`config.mk`:
```
export PLATFORM = sky130hd
export DESIGN_NAME = spi_frame_receiver
export DESIGN_NICKNAME = d
export VERILOG_FILES = /design/src/rtl/spi_frame_receiver.sv
export SDC_FILE = /design/constraint.sdc
export NUM_CORES = 1
export LEC_CHECK = 0
export ABC_AREA = 1
export CAP_MARGIN = 40
export CELL_PAD_IN_SITES_DETAIL_PLACEMENT = 0
export CELL_PAD_IN_SITES_GLOBAL_PLACEMENT = 2
export CORE_ASPECT_RATIO = 1.4
export CORE_UTILIZATION = 34
export CTS_CLUSTER_SIZE = 40
export DETAILED_ROUTE_END_ITERATION = 16
export PLACE_DENSITY_LB_ADDON = 0.25
export SETUP_SLACK_MARGIN = 0.15
export SYNTH_ARGS = -nofsm -noshare
export SYNTH_HDL_FRONTEND = slang
export SYNTH_SLANG_ARGS = --single-unit
```
`constraint.sdc`:
```
create_clock -name CLK_50Mhz -period 6 [get_ports CLK_50Mhz]
set_clock_uncertainty 0.15 [all_clocks]
set_input_delay 1.2 -clock CLK_50Mhz [delete_from_list [all_inputs] [get_ports CLK_50Mhz]]
set_output_delay 1.2 -clock CLK_50Mhz [all_outputs]
set_load 0.02 [all_outputs]
```
`src/rtl/spi_frame_receiver.sv`:
```
// ============================================================================
// Module      : spi_frame_receiver
// Description : SPI slave receiver for [ADDR | DATA] control frames. SCLK, CS_n
//               and SDO are synchronised into CLK_50Mhz and updates are written
//               into one of 2**ADDR_BITS channel registers.
//               Optional feature macro: SPI_RX_PARITY_EN (trailing even-parity bit).
// Revision    : 1.0 - initial release
// ============================================================================
`default_nettype none

module spi_frame_receiver #(
  parameter int ADDR_BITS   = 2,
  parameter int DATA_BITS   = 14,
  parameter int SYNC_STAGES = 2
) (
  input  logic                                  CLK_50Mhz,
  input  logic                                  reset,
  input  logic                                  spi_sclk,
  input  logic                                  spi_cs_n,
  input  logic                                  spi_sdo,
  output logic [(2**ADDR_BITS)*DATA_BITS-1:0]   ch_data,
  output logic [(2**ADDR_BITS)-1:0]             ch_valid,
  output logic                                  frame_ok,
  output logic                                  frame_err,
  output logic                                  busy,
  output logic [15:0]                           frame_count
);

  localparam int c_NUM_CH = 2**ADDR_BITS;
`ifdef SPI_RX_PARITY_EN
  localparam int c_FRAME_BITS = ADDR_BITS + DATA_BITS + 1;
`else
  localparam int c_FRAME_BITS = ADDR_BITS + DATA_BITS;
`endif
  localparam int c_CNT_W = $clog2(c_FRAME_BITS + 1);

  typedef enum logic [1:0] {
    S_IDLE  = 2'd0,
    S_SHIFT = 2'd1,
    S_CHECK = 2'd2
  } state_t;

  state_t                    r_state, w_state_nxt;
  logic [SYNC_STAGES-1:0]    r_sclk_sync, r_cs_sync, r_sdo_sync;
  logic                      r_sclk_d, r_cs_d;
  logic [SYNC_STAGES:0]      r_warm;
  logic [c_FRAME_BITS-1:0]   r_shift;
  logic [c_CNT_W-1:0]        r_cnt;
  logic                      r_ovf;
  logic [DATA_BITS-1:0]      r_ch [c_NUM_CH];
  logic [c_NUM_CH-1:0]       r_ch_valid;
  logic                      r_frame_ok, r_frame_err;
  logic [15:0]               r_frame_count;

  logic                      w_sclk_s, w_cs_s, w_sdo_s;
  logic                      w_sclk_rise, w_cs_rise, w_cs_fall;
  logic                      w_parity_ok, w_accept, w_do_write;
  logic [ADDR_BITS-1:0]      w_addr;
  logic [DATA_BITS-1:0]      w_data;
  logic [c_NUM_CH-1:0]       w_ch_we;

  // Edges are masked until the pipeline holds real samples, so a CS_n already
  // low at reset release never looks like a falling edge.
  always_ff @(posedge CLK_50Mhz) begin
    if (reset) begin
      r_sclk_sync <= '0;
      r_cs_sync   <= '1;
      r_sdo_sync  <= '0;
      r_sclk_d    <= 1'b0;
      r_cs_d      <= 1'b1;
      r_warm      <= '0;
    end else begin
      r_sclk_sync <= {r_sclk_sync[SYNC_STAGES-2:0], spi_sclk};
      r_cs_sync   <= {r_cs_sync[SYNC_STAGES-2:0], spi_cs_n};
      r_sdo_sync  <= {r_sdo_sync[SYNC_STAGES-2:0], spi_sdo};
      r_sclk_d    <= r_sclk_sync[SYNC_STAGES-1];
      r_cs_d      <= r_cs_sync[SYNC_STAGES-1];
      r_warm      <= {r_warm[SYNC_STAGES-1:0], 1'b1};
    end
  end

  assign w_sclk_s    = r_sclk_sync[SYNC_STAGES-1];
  assign w_cs_s      = r_cs_sync[SYNC_STAGES-1];
  assign w_sdo_s     = r_sdo_sync[SYNC_STAGES-1];
  assign w_sclk_rise = r_warm[SYNC_STAGES] &  w_sclk_s & ~r_sclk_d;
  assign w_cs_rise   = r_warm[SYNC_STAGES] &  w_cs_s   & ~r_cs_d;
  assign w_cs_fall   = r_warm[SYNC_STAGES] & ~w_cs_s   &  r_cs_d;

`ifdef SPI_RX_PARITY_EN
  assign w_parity_ok = ~^r_shift;
`else
  assign w_parity_ok = 1'b1;
`endif

  assign w_addr     = r_shift[c_FRAME_BITS-1 -: ADDR_BITS];
  assign w_data     = r_shift[c_FRAME_BITS-1-ADDR_BITS -: DATA_BITS];
  assign w_accept   = (r_cnt == c_CNT_W'(c_FRAME_BITS)) && !r_ovf && w_parity_ok;
  assign w_do_write = (r_state == S_CHECK) && w_accept;

  always_ff @(posedge CLK_50Mhz) begin
    if (reset) r_state <= S_IDLE;
    else       r_state <= w_state_nxt;
  end

  always_comb begin
    w_state_nxt = r_state;
    case (r_state)
      S_IDLE:  if (w_cs_fall) w_state_nxt = S_SHIFT;
      S_SHIFT: if (w_cs_rise) w_state_nxt = S_CHECK;
      S_CHECK: w_state_nxt = S_IDLE;
      default: w_state_nxt = S_IDLE;
    endcase
  end

  always_ff @(posedge CLK_50Mhz) begin
    if (reset) begin
      r_shift       <= '0;
      r_cnt         <= '0;
      r_ovf         <= 1'b0;
      r_ch_valid    <= '0;
      r_frame_ok    <= 1'b0;
      r_frame_err   <= 1'b0;
      r_frame_count <= 16'd0;
    end else begin
      r_ch_valid  <= w_ch_we;
      r_frame_ok  <= 1'b0;
      r_frame_err <= 1'b0;
      case (r_state)
        S_IDLE: begin
          if (w_cs_fall) begin
            r_shift <= '0;
            r_cnt   <= '0;
            r_ovf   <= 1'b0;
          end
        end
        // A CS_n rise in the same cycle as an SCLK rise drops the SCLK edge.
        S_SHIFT: begin
          if (!w_cs_rise && w_sclk_rise) begin
            if (r_cnt == c_CNT_W'(c_FRAME_BITS)) begin
              r_ovf <= 1'b1;
            end else begin
              r_shift <= {r_shift[c_FRAME_BITS-2:0], w_sdo_s};
              r_cnt   <= r_cnt + 1'b1;
            end
          end
        end
        S_CHECK: begin
          if (w_accept) begin
            r_frame_ok    <= 1'b1;
            r_frame_count <= r_frame_count + 16'd1;
          end else begin
            r_frame_err   <= 1'b1;
          end
        end
        default: ;
      endcase
    end
  end

  for (genvar k = 0; k < c_NUM_CH; k++) begin : g_ch
    assign w_ch_we[k] = w_do_write && (w_addr == ADDR_BITS'(k));

    always_ff @(posedge CLK_50Mhz) begin
      if (reset)           r_ch[k] <= '0;
      else if (w_ch_we[k]) r_ch[k] <= w_data;
    end

    assign ch_data[k*DATA_BITS +: DATA_BITS] = r_ch[k];
  end

  assign ch_valid    = r_ch_valid;
  assign frame_ok    = r_frame_ok;
  assign frame_err   = r_frame_err;
  assign busy        = (r_state == S_SHIFT);
  assign frame_count = r_frame_count;

endmodule

`default_nettype wire

```
==> results.tsv <==
stage	metric	value	unit
clock_network	root buf cell	clkbuf_16	
final_layout	layout cell share with drive strength beyond 1	11.6	%
timing	Max-slew headroom	53.1	%
synthesis	Synth Register Bits	113	
synthesis	asr flop ratio synth	0	%
detailed_routing	drt wl/cell	13.4	um
worst_setup_path	WP data required	5.88	ns
clock_network	TritonCTS clock tree	yes	
grt	initial antenna violation count	0	
synthesis	sequential fraction of the synthesis area	63.0	%
floorplan	Cell Rows	49	
detailed_routing	final WL	9570	um
floorplan	Die ar.	13600	sq um
worst_setup_path	WP data arrival	3.32	ns
worst_setup_path	CP Capture Type	register	
clock_network	Worst-Skew Late Latency	0.40	ns
timing	Final Hold Viols	0	
worst_setup_path	critical path class	in -> reg	
final_layout	Nets	555	
clock_network	depth of the CTS H-tree	4	
detailed_routing	DR vias/cell	4.60	
floorplan	# IOs	84	
floorplan	Die Width	99.0	um
clock_network	post-CTS setup buffers	0	
timing	unrepaired setup endpoints after global routing	false	
synthesis	Synth Cell Area	4480	sq um
job	Max Cap Violations	0	
hold_path	hold_sp	r_sdo_sync[0]	
timing	achievable frequency	290	MHz
grt	total track usage	15.0	%
grt	largest net degree at the start of global routing	32	
final_layout	fillcell total	1237	
clock_network	post-cts sizing count	0	
timing	minimum clock period	3.44	ns
grt	total grt overflow	0	
timing	Least-Margin Pin Slew	0.699	ns
final_layout	register area	2820	sq um
synthesis	Synth top area share	37.5	%
timing	Final Max Slew Viols	0	
final_layout	Ant. Diodes	0	
detailed_routing	DR pass1 iterations	4	
synthesis	YS warnings	0	
placement	GPL Wtd Cong	0.729	
detailed_routing	Detail Route Antenna Nets	0	
synthesis	ranking of synthesized cells by area	edfxtp_1, dfxtp_1, nand2_1	
synthesis	Synth Instances	457	
outcome	outcome	completed	
synthesis	most common library cells after synthesis	nand2_1, nor2_1, dfxtp_1, edfxtp_1, inv_1	
hold_path	Min-Delay Path Class	reg -> reg	
pwr	Leakage	2.24	nW
synthesis	Most used DFF post-synth	dfxtp_1	
grt	vias in the first global route	3169	
worst_setup_path	CP Launch Point	reset	
clock_network	Sink Count	113	
timing	Tcrit/Tclk final	57.4	%
clock_network	CTS clk-pin slew, worst paths	0.05	ns
worst_setup_path	reg-to-reg startpoint	r_cnt[0]	
floorplan	starting density of the core	34.8	%
placement	post-DP HPWL	6830	um
worst_setup_path	peak fanout along the critical path	25	
pwr	PD cells	330	nW/um^2
clock_network	Max clock buf depth	2	
timing	TNS Setup	0	ns
timing	Final setup viols	0	
clock_network	Post-CTS Hold Buffers	0	
pwr	worst vdd ir	0.000156	V
placement	port bufs	83	
grt	first-pass GRT wire length	15600	um
synthesis	count leader, synth	nand2_1	
synthesis	count of cell types in the netlist	29	
synthesis	Post-synth EDFFs	56	
synthesis	syn_area_per_cell	9.80	sq um
floorplan	Core Region	12900	sq um
final_layout	synth-to-layout area growth	35.9	%
worst_setup_path	crit start category	primary input	
floorplan	Die Y	138	um
detailed_routing	1st-iter DRT viols	116	
detailed_routing	Vias	3277	
synthesis	cell taking the most area after synthesis	edfxtp_1	
clock_network	Num CTS Buffers	17	
final_layout	final core utilization	47.3	%
detailed_routing	# DRC	0	
synthesis	synthesized net count	465	
final_layout	area of the multi-input gates	1340	sq um
[where the power goes]
| group | total (mW) | switching, mW | internal (mW) |
|---|---|---|---|
| sequential | 0.838 | 0.00710 | 0.831 |
| clock | 1.08 | 0.347 | 0.735 |
| combinational | 0.0896 | 0.0506 | 0.0390 |
[kinds of logic after synthesis]
kind of cell / synth area share (%)
buffers and inverters: 7.32
AO/OA/AOI/OAI: 3.74
adder cells (fa/ha/maj): 0.838
AND/OR/NAND/NOR: 24.5
flip-flops: 63.0
XOR/XNOR: 0.587
[worst paths after layout]
kind	endpoint	slack, ns	cells after the start
worst max-delay path	r_ch[3][10]	2.56	4
worst min register to register	r_sdo_sync[1]	0.25	2
worst min-delay path	r_sdo_sync[1]	0.25	2
worst max register to register	r_ch[3][10]	3.24	8
[cell usage in the layout (no fill, tap or decap), types with 3 or more instances in the layout]
cell              n
clkbuf_16        17
clkdlybuf4s50_1  83
ha_1              3
a21oi_1          15
bufinv_16         5
nor2_1           75
clkinv_4          3
dfxtp_1          57
o31ai_2           3
o21ai_0          14
edfxtp_1         56
buf_4             4
nand3_1          24
nand4_1          11
inv_1            54
nand2_1          90
clkinv_2          3
nor3_1            5
clkinvlp_4        3
nor2_2           12
nand4_2           3
[metal layers]
layer | track usage (%) | share of wire, % | up-vias
met5 | 0 | 0 | -
met4 | 5.72 | 1.1 | 0
met3 | 4.57 | 4.0 | 8
met2 | 27.5 | 54 | 79
met1 | 16.2 | 41 | 1536
li1 | - | - | 1654
[area by class of cell]
| type | instances | area share, % |
|---|---|---|
| Clock inverter | 14 | 3.52 |
| Timing Repair Buffer | 88 | 14.3 |
| Inverter | 56 | 3.50 |
| Sequential cell | 113 | 46.4 |
| Tap cell | 153 | 3.15 |
| Multi-Input combinational cell | 271 | 22.1 |
| Clock buffer | 18 | 7.05 |
[state kept, by name, indices dropped and copies added (netlist names), 2 cells and up]
signal and cells:
ch_valid 4, frame_count 16, r_ch 56, r_cnt 5, r_cs_sync 2, r_sclk_sync 2, r_sdo_sync 2, r_shift 16
r_state 2, r_warm 3
[critical path, cell delays in order]
cell and delay (ns):
clkdlybuf4s50_1 0.46, buf_4 0.30, clkinv_1 0.61, nand2_1 0.74
[metrics by stage]
step / area, sq um / cells / hold WS, ns / worst slack [ns] / power [mW]
after floorplan: 4480 / 457 / 0.238 / 3.21 / 0.896
after global placement: 5430 / 680 / 0.242 / 2.17 / 0.943
after CTS: 6090 / 713 / 0.252 / 2.54 / 2.03
final: 6090 / 713 / 0.250 / 2.56 / 2.01
after global routing: 6090 / 713 / 0.274 / 2.39 / 2.07
after detailed placement: 5440 / 681 / 0.242 / 2.12 / 0.945
Note: power is estimated with default switching activity, not from simulation.
